===== config.mk =====
export PLATFORM = sky130hd
export DESIGN_NAME = riscv_lsu
export DESIGN_NICKNAME = d
export VERILOG_FILES = /design/src/rtl/riscv_pkg.sv /design/src/rtl/lsu_load_format.sv /design/src/rtl/riscv_lsu.sv
export SDC_FILE = /design/constraint.sdc
export NUM_CORES = 1
export LEC_CHECK = 0
export CAP_MARGIN = 20
export CORE_ASPECT_RATIO = 0.9
export CORE_UTILIZATION = 28
export DETAILED_ROUTE_END_ITERATION = 8
export GPL_TIMING_DRIVEN = 0
export PLACE_DENSITY = 0.84
export SYNTH_ARGS = -nofsm -noshare
export SYNTH_HDL_FRONTEND = slang
export SYNTH_SLANG_ARGS = --single-unit
export TNS_END_PERCENT = 5

===== constraint.sdc =====
create_clock -name clk_i -period 2 [get_ports clk_i]
set_clock_uncertainty 0.15 [all_clocks]
set_input_delay 0.2 -clock clk_i [delete_from_list [all_inputs] [get_ports clk_i]]
set_output_delay 0.2 -clock clk_i [all_outputs]
set_load 0.03 [all_outputs]

===== src/rtl/riscv_pkg.sv =====
// Shared load/store size codes, LSU state encoding and alignment helper.
package riscv_pkg;

  localparam logic [2:0] LDST_B  = 3'd0;
  localparam logic [2:0] LDST_H  = 3'd1;
  localparam logic [2:0] LDST_W  = 3'd2;
  localparam logic [2:0] LDST_BU = 3'd4;
  localparam logic [2:0] LDST_HU = 3'd5;

  typedef enum logic {
    LSU_IDLE = 1'b0,
    LSU_BUSY = 1'b1
  } lsu_state_t;

  // Undefined size codes behave as word accesses, so they need full alignment.
  function automatic logic is_misaligned(input logic [2:0] size, input logic [1:0] off);
    case (size)
      LDST_B, LDST_BU: is_misaligned = 1'b0;
      LDST_H, LDST_HU: is_misaligned = off[0];
      default:         is_misaligned = (off != 2'b00);
    endcase
  endfunction

endpackage


===== src/rtl/lsu_load_format.sv =====
// Extracts and sign/zero-extends the addressed byte or halfword of a memory word.
module lsu_load_format
  import riscv_pkg::*;
(
  input  logic [31:0] mem_rd_i,
  input  logic [2:0]  size_i,
  input  logic [1:0]  off_i,
  output logic [31:0] data_o
);

  logic [31:0] shifted;
  logic [7:0]  byte_sel;
  logic [15:0] half_sel;

  always_comb begin
    shifted  = mem_rd_i >> {off_i, 3'b000};
    byte_sel = shifted[7:0];
    half_sel = off_i[1] ? mem_rd_i[31:16] : mem_rd_i[15:0];
    case (size_i)
      LDST_B:  data_o = {{24{byte_sel[7]}}, byte_sel};
      LDST_BU: data_o = {24'h000000, byte_sel};
      LDST_H:  data_o = {{16{half_sel[15]}}, half_sel};
      LDST_HU: data_o = {16'h0000, half_sel};
      default: data_o = mem_rd_i;
    endcase
  end

endmodule


===== src/rtl/riscv_lsu.sv =====
// Load/store unit: turns core byte/half/word accesses into word-aligned memory requests.
// Define LSU_MISALIGN_TRAP_EN to reject misaligned requests with a core_misalign_o pulse.
module riscv_lsu
  import riscv_pkg::*;
(
  input  logic        clk_i,
  input  logic        rst_ni,
  input  logic        core_req_i,
  input  logic        core_we_i,
  input  logic [2:0]  core_size_i,
  input  logic [31:0] core_addr_i,
  input  logic [31:0] core_wd_i,
  output logic [31:0] core_rd_o,
  output logic        core_stall_o,
  output logic        core_misalign_o,
  output logic        mem_req_o,
  output logic        mem_we_o,
  output logic [3:0]  mem_be_o,
  output logic [31:0] mem_addr_o,
  output logic [31:0] mem_wd_o,
  input  logic [31:0] mem_rd_i,
  input  logic        mem_ready_i
);

  lsu_state_t  state_q, state_d;
  logic [2:0]  size_q, size_d;
  logic [1:0]  off_q, off_d;
  logic        we_q, we_d;
  logic [1:0]  off;
  logic        trap;
  logic        req_c, stall_c, mis_c;
  logic [31:0] rd_c, fmt_rd;
  logic [3:0]  st_be;

  assign off = core_addr_i[1:0];

`ifdef LSU_MISALIGN_TRAP_EN
  assign trap = is_misaligned(core_size_i, off);
`else
  assign trap = 1'b0;
`endif

  lsu_load_format u_fmt (
    .mem_rd_i (mem_rd_i),
    .size_i   (size_q),
    .off_i    (off_q),
    .data_o   (fmt_rd)
  );

  always_ff @(posedge clk_i or negedge rst_ni) begin
    if (!rst_ni) begin
      state_q <= LSU_IDLE;
      size_q  <= 3'd0;
      off_q   <= 2'd0;
      we_q    <= 1'b0;
    end else begin
      state_q <= state_d;
      size_q  <= size_d;
      off_q   <= off_d;
      we_q    <= we_d;
    end
  end

  always_comb begin
    state_d = state_q;
    size_d  = size_q;
    off_d   = off_q;
    we_d    = we_q;
    req_c   = 1'b0;
    stall_c = 1'b0;
    mis_c   = 1'b0;
    rd_c    = 32'h0;
    case (state_q)
      LSU_IDLE: begin
        if (core_req_i) begin
          if (trap) begin
            mis_c = 1'b1;
          end else begin
            req_c   = 1'b1;
            stall_c = 1'b1;
            size_d  = core_size_i;
            off_d   = off;
            we_d    = core_we_i;
            state_d = LSU_BUSY;
          end
        end
      end
      LSU_BUSY: begin
        req_c = 1'b1;
        if (mem_ready_i) begin
          state_d = LSU_IDLE;
          if (!we_q) rd_c = fmt_rd;
        end else begin
          stall_c = 1'b1;
        end
      end
      default: state_d = LSU_IDLE;
    endcase
  end

  // Outputs are forced low while reset is held so an aborted access vanishes at once.
  assign mem_req_o       = req_c & rst_ni;
  assign core_stall_o    = stall_c & rst_ni;
  assign core_misalign_o = mis_c & rst_ni;
  assign core_rd_o       = rst_ni ? rd_c : 32'h0;

  always_comb begin
    case (core_size_i)
      LDST_B, LDST_BU: begin
        st_be    = 4'b0001 << off;
        mem_wd_o = {4{core_wd_i[7:0]}};
      end
      LDST_H, LDST_HU: begin
        st_be    = off[1] ? 4'b1100 : 4'b0011;
        mem_wd_o = {2{core_wd_i[15:0]}};
      end
      default: begin
        st_be    = 4'b1111;
        mem_wd_o = core_wd_i;
      end
    endcase
  end

  assign mem_be_o   = core_we_i ? st_be : 4'b1111;
  assign mem_we_o   = core_we_i & mem_req_o;
  assign mem_addr_o = {core_addr_i[31:2], 2'b00};

endmodule


==> impl_metrics.ini, run 1 <==
[detailed_routing]
avgRoutedWirePerCell_um = 15.6
viasPerCell = 4.86
wl_met1_mm = 2.98
routed-wl-met3_um = 767
routed_wl_mm = 8.14
wl_met2_mm = 4.26
antenna_left = 0
drtIter0Drc = 89
drc = 0
vias = 2526
first_pass_iters = 4
top_layer = met4

[final_layout]
syn2layout_area_growth_pct = 118
final_area_um2 = 3850
mostFrequentLayoutCells = 114 x clkdlybuf4s50_1, 62 x buf_4, 28 x nand2_1, 28 x mux2_2, 20 x dlygate4sd2_1
final_layout_size_suffix_gt1_share_pct = 38.8
stdcell_count = 520
mostFrequentLayoutCell = clkdlybuf4s50_1
diodes = 0
nNetsFinal = 538

[clocking]
cts_root_buf = clkbuf_8
cts_max_path_buffers = 2
path_clk_slew_ns = 0.04
cts_tree = built
cts_made_buffers = 3
cts.sinks = 7
htreeDepth = 1
worstSkewPairLatency_ns = 0.22

[synth]
synthDistinctLibCells = 34
synth-main-ff-cell = dfrtp_1
syn_area_um2 = 1760
synth_top_area_share_pct = 18.3
synth_edf_count = 0
ys_warn_count = 0
synth-async-reset-ratio_pct = 100
yosysSeqAreaShare_pct = 9.94
synth_seq_cells = 7
yosysTopAreaCell = buf_4
synth_area_leaders = buf_4 18%, mux2_2 18%, dfrtp_1 9.9%
syn_avg_cell_area_um2 = 7.20
syn_inst = 245

[power]
ir_drop_mv = 0.209
p_leak_nw = 1.71
p_per_area_nw_per_um2 = 464

[job]
maxCapViolCount = 0

[timing]
finalCritPeriodShare_pct = 109
clock.fmax_ghz = 0.457
rsz0062_at_grt = yes
period_minus_slack_ns = 2.19
setup_viol = 31
relSlewSlack_pct = 61.2
setup_slack_ns = -0.187
hold_slack_ns = 0.378
tightest_slew_ns = 0.583
finalMaxSlewViolations = 0
hold_violations = 0

[critical_path]
crit_path_max_fanout = 5
slowest_delay_ns = 0.42
critPathKind = reg2out
end_kind = output pin
cp_data_required_time_ns = 1.65
crit_path_cell_trace = buf_6, mux2_2, nor2_1, a31oi_1, o221a_2, clkdlybuf4s15_2
startpoint_type = flip-flop
crit_buf_inv = 2
crit_slowest_cell = dfrtp_2
cp.arrival_ns = 1.84
path_delay_family = buffers and inverters

[status]
violations = setup timing
status = finished, violations left

[global_route]
track_usage_pct = 21.3
overflow = 0
grt_pass1_wl_mm = 11.3
antenna_found_initial = 0
grt_max_degree = 11
grt_pass1_vias = 2400

[place]
post-dp-hpwl_mm = 6.12
io_buffers = 173
gp_congestion = 0.842
pre_cts_slack_ns = -1.12
dp_cells = 507
place_area_um2 = 3610

[die]
die_y_um = 77.3
die_x_um = 85.6
initial_core_util_pct = 28.8
rows = 27
core-area_um2 = 6110
boundaryPins = 208
die_area_um2 = 6620

[min_path]
min-delay-path-class = reg2reg
==> synth_stat cells, types with 2 or more instances <==
cell and count:
a211oi_1 2, a21oi_1 24, a21oi_2 2, a221oi_1 8
a31oi_1 6, buf_2 4, buf_4 43, buf_6 3
clkbuf_1 8, dfrtp_1 7, inv_1 19, mux2_2 28
mux2i_1 10, nand2_1 28, nor2_1 15, o21ai_0 16
o221a_2 5
==> sequential cells by signal (all words and copies together), names as in the netlist <==
| name | cells |
|---|---|
| size_q | 3 |
| off_q | 2 |
| state_q | 1 |
| we_q | 1 |
==> power by group <==
group	total (W)	switching, W	internal (W)
Sequential	0.000205	0.0000321	0.000173
Combinational	0.00139	0.000769	0.000618
Clock	0.000195	0.0000576	0.000138
==> kinds of logic (layout without fill, tap and decap cells) <==
family,count (synthesis),count (layout),synth area share (%)
other,1,3,0.213
multiplexers,38,38,23.6
flip-flops,7,7,9.94
buffers and inverters,78,263,27.3
AND/OR/NAND/NOR,51,51,12.5
AO/OA/AOI/OAI,70,71,26.5
==> layout make-up <==
type	count	area, µm²
fill	567	2270
timing repair buffer	181	1730
multi-input combinational	163	1280
buffer	59	434
sequential	7	176
tap	87	109
inverter	19	71.3
clock buffer	4	45.0
==> worst register-to-register path, delay by kind of cell, from the launching register on <==
kind | cells | cell delay (ns)
multiplexers | 1 | 0.31
flip-flops | 1 | 0.34
buffers and inverters | 2 | 0.43
==> final timing paths <==
check / end / from / cells past startpoint / slack (ns)
setup / recovery: core_rd_o[4] / off_q[1]$_DFFE_PN0P_ / 6 / -0.19
min in group asynchronous: size_q[1]$_DFFE_PN0P_ / rst_ni / 2 / 0.40
setup reg to reg: size_q[1]$_DFFE_PN0P_ / size_q[1]$_DFFE_PN0P_ / 3 / 0.65
hold / removal: we_q$_DFFE_PN0P_ / we_q$_DFFE_PN0P_ / 1 / 0.38
max in group asynchronous: off_q[1]$_DFFE_PN0P_ / rst_ni / 2 / 1.03
hold reg to reg: we_q$_DFFE_PN0P_ / we_q$_DFFE_PN0P_ / 1 / 0.38
==> what timing repair did <==
action | in CTS | in global routing
setup buffers | 5 | 1
hold buffers | 1 | 0
cloned | 0 | 2
pin swaps | 4 | 5
resized for setup | 212 | 93
hold endpoints to repair | 7 | 0
endpoints found under the setup margin | 58 | 34
==> stage by stage <==
stage / setup TNS [ns] / total power (W) / utilization (%)
floorplan: -0.724 / 0.000953 / -
global placement: -36.62 / 0.00143 / 59.1
detailed placement: -39.13 / 0.00145 / 59.1
CTS: -3.53 / 0.00165 / 59.7
global route: -5.51 / 0.00188 / 62.9
finish: -4.11 / 0.00179 / 62.9
==> per-layer routing <==
metal / up-vias / track usage (%)
li1: 1195 / -
met1: 1149 / 23.4
met2: 170 / 42.1
met3: 12 / 3.44
met4: 0 / 4.33
met5: - / 0
(Power assumes the default switching activity.)
==> run 2: changes to the inputs <==
- GPL_ROUTABILITY_DRIVEN: unset -> 0
- SLEW_MARGIN: unset -> 0
==> run 2 against run 1 <==
Net effect: the run still ends with setup timing left; clock power hardly changed; largest power group unchanged; first-iteration DRC count is 4.5% higher; critical path depth is 1 lower; design area is 1.3% lower; utilization is 0.82 points lower; worst hold slack worse by 0.0032 ns; combinational power is 4% lower; sequential power is 2% higher; non-clock buffer count is 3 lower; sequential share of layout area is 0.060 points higher; register-to-register slack worse by 0.12 ns.
==> impl_metrics.ini, run 2 (synthesis results as in run 1) <==
[status]
status = finished, violations left
violations = setup timing

[timing]
setup_viol = 32
clock.fmax_ghz = 0.451
setup_slack_ns = -0.216
tightest_slew_ns = 0.577
finalCritPeriodShare_pct = 111
relSlewSlack_pct = 61.6
hold_violations = 0
fin_setup_tns_ns = -4.65
rsz0062_at_grt = yes
finalMaxSlewViolations = 0
period_minus_slack_ns = 2.22
hold_slack_ns = 0.375

[min_path]
min-delay-path-class = reg2reg
min_path_cells = 1
min-delay-start = we_q$_DFFE_PN0P_

[detailed_routing]
wl_met2_mm = 3.84
drc = 0
routed-wl-met3_um = 725
antenna_left = 0
wl_met1_mm = 2.95
drtIter0Drc = 93
avgRoutedWirePerCell_um = 14.9
viasPerCell = 4.80
top_layer = met4
first_pass_iters = 4
vias = 2481
routed_wl_mm = 7.70

[clocking]
cts_tree = built
worstSkewPairLatency_ns = 0.22
path_clk_slew_ns = 0.04
cts_max_path_buffers = 2
htreeDepth = 1
cts_made_buffers = 3
cts_root_buf = clkbuf_8
cts.sinks = 7

[final_layout]
mostFrequentLayoutCell = clkdlybuf4s50_1
nNetsFinal = 535
largest-register = size_q
reg_top3 = size_q x3, off_q x2
fillers = 522
largest_register_ffs = 3
final_layout_size_suffix_gt1_share_pct = 38.6
diodes = 0
mostFrequentLayoutCells = 114 x clkdlybuf4s50_1, 60 x buf_4, 28 x nand2_1, 28 x mux2_2, 19 x inv_1
syn2layout_area_growth_pct = 115

[critical_path]
end_kind = output pin
r2r-start = size_q[1]$_DFFE_PN0P_
crit_path_start = off_q[1]$_DFFE_PN0P_
cp.arrival_ns = 1.87
cp_data_required_time_ns = 1.65
critPathKind = reg2out
startpoint_type = flip-flop
crit_path_max_fanout = 5
worstRegToRegCells = 3

[die]
core-area_um2 = 6110
die_x_um = 85.6
die_y_um = 77.3
initial_core_util_pct = 28.8
rows = 27
boundaryPins = 208
die_area_um2 = 6620

[global_route]
antenna_found_initial = 0
track_usage_pct = 20.9
grt_max_degree = 11
grt_pass1_wl_mm = 11.1
grt_pass1_vias = 2359
overflow = 0

[power]
power_w = 0.00174
p_leak_nw = 1.68
ir_drop_mv = 0.250
p_per_area_nw_per_um2 = 459

[place]
io_buffers = 173
post-dp-hpwl_mm = 5.95

[job]
maxCapViolCount = 0
==> run 2: changes by cell type in the layout (fill, tap and decap cells not counted), moves of 2 or more <==
| cell | delta |
|---|---|
| dlygate4sd2_1 | -9 |
| a21oi_1 | +5 |
| clkbuf_2 | +4 |
| a21oi_4 | +2 |
| buf_4 | -2 |
| nor3_2 | -2 |
| a21oi_2 | -7 |
| clkdlybuf4s15_2 | +10 |
| buf_6 | -5 |
==> run 2: path summary, 6_finish.rpt <==
kind | end | slack, ns
setup reg to reg | size_q[1]$_DFFE_PN0P_ | 0.53
hold / removal | we_q$_DFFE_PN0P_ | 0.37
setup / recovery | core_rd_o[15] | -0.22
max in group asynchronous | off_q[1]$_DFFE_PN0P_ | 1.02
min in group asynchronous | off_q[0]$_DFFE_PN0P_ | 0.42
hold reg to reg | we_q$_DFFE_PN0P_ | 0.37
==> run 2: critical path, stage by stage, from the launching register on <==
cell and delay [ns]:
dfrtp_2 0.44, mux2i_2 0.19, nor3_4 0.33, o21bai_4 0.14, a221oi_2 0.32, buf_4 0.22
==> run 2: metal layers <==
metal,GRT usage [%],vias up
met5,0,-
met4,8.00,0
met3,3.88,17
met2,37.5,161
met1,24.3,1116
li1,-,1187
==> run 2: repair_timing <==
item | CTS | global route
hold endpoints to repair | 7 | 0
resized for setup | 193 | 98
hold buffers | 1 | 0
endpoints found under the setup margin | 58 | 52
pin swaps | 4 | 4
gates cloned | 0 | 2
setup buffers | 3 | 0
==> run 2: stage by stage <==
| step | instances | setup slack, ns | instance area (µm²) | util, % |
|---|---|---|---|---|
| after floorplan | 247 | -0.0869 | 1770 | - |
| after global placement | 507 | -1.09 | 3610 | 59.1 |
| after detailed placement | 507 | -1.21 | 3610 | 59.1 |
| after CTS | 515 | -0.245 | 3740 | 61.1 |
| after global routing | 517 | -0.274 | 3800 | 62.1 |
| final | 517 | -0.216 | 3800 | 62.1 |
==> run 2: cell type report <==
class | instances | area, µm² | area share (%)
well taps | 87 | 109 | 2.87
repair buffers | 178 | 1720 | 45.2
clock buffers | 4 | 45.0 | 1.19
inverters | 19 | 71.3 | 1.88
multi-input cells | 163 | 1250 | 32.9
flip-flops and latches | 7 | 176 | 4.64
plain buffers | 59 | 430 | 11.3
==> run 2: where the power goes <==
group / leakage [nW] / internal (W) / switching, W
registers: 0.0822 / 0.000173 / 0.0000362
logic: 1.58 / 0.000601 / 0.000739
clock network: 0.0228 / 0.000138 / 0.0000568
total: 1.68 / 0.000911 / 0.000832
==> run 3: changes to the inputs <==
- GPL_TIMING_DRIVEN: 0 -> 1
==> run 3 against run 2 <==
Net effect: the flow still finishes with violations (setup timing); combinational power decreased by 18%; sequential share of layout area up 1.1 points; sequential power about the same; first-iteration DRC count fell by 15%; largest cell class unchanged; total power shrank 13%; die area did not move; worst hold slack lost 0.23 ns; global-route usage down 1.5 points.
==> impl_metrics.ini, run 3 (synthesis results as in run 1) <==
[place]
io_buffers = 144
place_area_um2 = 3000
post-dp-hpwl_mm = 5.37
pre_cts_slack_ns = -0.318

[clocking]
cts_root_buf = clkbuf_8
htreeDepth = 1
cts_made_buffers = 3
cts_tree = built
cts_hold_buf = 0
path_clk_slew_ns = 0.04
worstSkewPairLatency_ns = 0.23
cts_max_path_buffers = 2
cts.sinks = 7

[global_route]
track_usage_pct = 19.4
grt_pass1_vias = 2136
overflow = 0
grt_pass1_wl_mm = 10.2
grt_max_degree = 45
antenna_found_initial = 0

[status]
violations = setup timing
status = finished, violations left

[timing]
hold_violations = 0
setup_viol = 30
fin_setup_tns_ns = -2.42
rsz0062_at_grt = yes
period_minus_slack_ns = 2.13
setup_slack_ns = -0.135
finalMaxSlewViolations = 0
finalCritPeriodShare_pct = 107
clock.fmax_ghz = 0.468

[final_layout]
final_area_um2 = 3110
final_layout_size_suffix_gt1_share_pct = 37.4
nNetsFinal = 463
reg_top3 = size_q x3, off_q x2
largest_register_ffs = 3
fillers = 593
syn2layout_area_growth_pct = 76.2
mostFrequentLayoutCells = 82 x clkdlybuf4s50_1, 63 x buf_4, 28 x nand2_1, 28 x mux2_2, 24 x a21oi_1
largest-register = size_q
diodes = 0
mostFrequentLayoutCell = clkdlybuf4s50_1
fin_util_pct = 50.8

[critical_path]
startpoint_type = flip-flop
r2r-start = state_q$_DFF_PN0_
path_delay_family = compound AO/OA/AOI/OAI gates
end_kind = output pin
worstRegToRegCells = 3
crit_path_max_fanout = 9
ff2ff_setup_slack_ns = 0.67
cp.arrival_ns = 1.78
crit_slowest_cell = dfrtp_2
crit_path_cell_trace = mux2i_2, nor3_4, o21bai_4, a221oi_2, buf_4
regToRegEndpoint = size_q[1]$_DFFE_PN0P_
crit_buf_inv = 1
slowest_delay_ns = 0.45
critPathKind = reg2out
cp_data_required_time_ns = 1.65

[power]
ir_drop_mv = 0.306
p_per_area_nw_per_um2 = 487
intPower_w = 0.000800
power_frac_seq_pct = 13.9
p_comb_share_pct = 73.0
p_switching_w = 0.000712
p_leak_nw = 1.37
swShare_pct = 47.1
clkPwrFrac_pct = 13.1

[detailed_routing]
drc = 0
antenna_left = 0
drtIter0Drc = 79
first_pass_iters = 4
vias = 2214
avgRoutedWirePerCell_um = 15.1
viasPerCell = 4.98
routed_wl_mm = 6.74

[job]
maxCapViolCount = 0

[min_path]
min-delay-path-class = in2async

[die]
die_area_um2 = 6620
rows = 27
die_y_um = 77.3
core-area_um2 = 6110
die_x_um = 85.6
initial_core_util_pct = 28.8
boundaryPins = 208
## run 3: cell types whose count changed in the layout (fill, tap and decap cells not counted), sizes merged, moves of 2 or more
cell / delta
clkdlybuf4s15: -15
buf: -12
dlygate4sd2: -4
clkdlybuf4s50: -32
clkbuf: -5
dlymetal6s2s: -2
## run 3: worst max path at each step
| stage | slack (ns) | to | start | depth (start not counted) |
|---|---|---|---|---|
| finish | -0.13 | core_rd_o[12] | off_q[1]$_DFFE_PN0P_ | 5 |
| global route | -0.20 | core_rd_o[5] | off_q[1]$_DFFE_PN0P_ | 6 |
| CTS | -0.21 | core_rd_o[5] | off_q[1]$_DFFE_PN0P_ | 6 |
| detailed placement | -0.32 | mem_wd_o[21] | core_size_i[1] | 4 |
| global placement | -0.26 | mem_wd_o[9] | core_size_i[1] | 5 |
| floorplan | -0.09 | core_rd_o[9] | off_q[1]$_DFFE_PN0P_ | 5 |
## run 3: area by class of cell
type	count	area, µm²	share of cell area (%)
clock buffers	4	45.0	1.45
inverters	19	71.3	2.30
multi-input cells	162	1200	38.7
flip-flops and latches	7	178	5.72
well taps	87	109	3.51
repair buffers	166	1500	48.3
## run 3: repair_timing
action                     4_1_cts  5_1_grt
pin swaps                        3        0
setup endpoints to repair       47       39
gates resized for setup         32       19
setup buffers                    0        0
## run 3: metrics by stage
step | total power [W] | hold slack (ns) | instances
2_1_floorplan | 0.000953 | -0.246 | 247
3_3_place_gp | 0.00123 | 0.250 | 441
3_5_place_dp | 0.00126 | 0.250 | 441
4_1_cts | 0.00148 | 0.148 | 445
5_1_grt | 0.00160 | 0.159 | 445
6_report | 0.00151 | 0.149 | 445
## run 3: per-layer routing
layer,wire length [µm],vias up,track usage (%)
met3,577,18,4.95
met1,2590,1017,20.3
met2,3400,135,37.2
met4,170,0,6.00
met5,0,-,0
li1,-,1044,-
## run 3: power groups by stage
| stage | registers [W] | logic, W | clock network, W |
|---|---|---|---|
| after detailed placement | 0.000204 | 0.00105 | 0 |
| final | 0.000210 | 0.00110 | 0.000198 |
| after global placement | 0.000202 | 0.00103 | 0 |
| after CTS | 0.000204 | 0.00107 | 0.000206 |
| after floorplan | 0.000191 | 0.000762 | 0 |
| after global routing | 0.000214 | 0.00117 | 0.000219 |
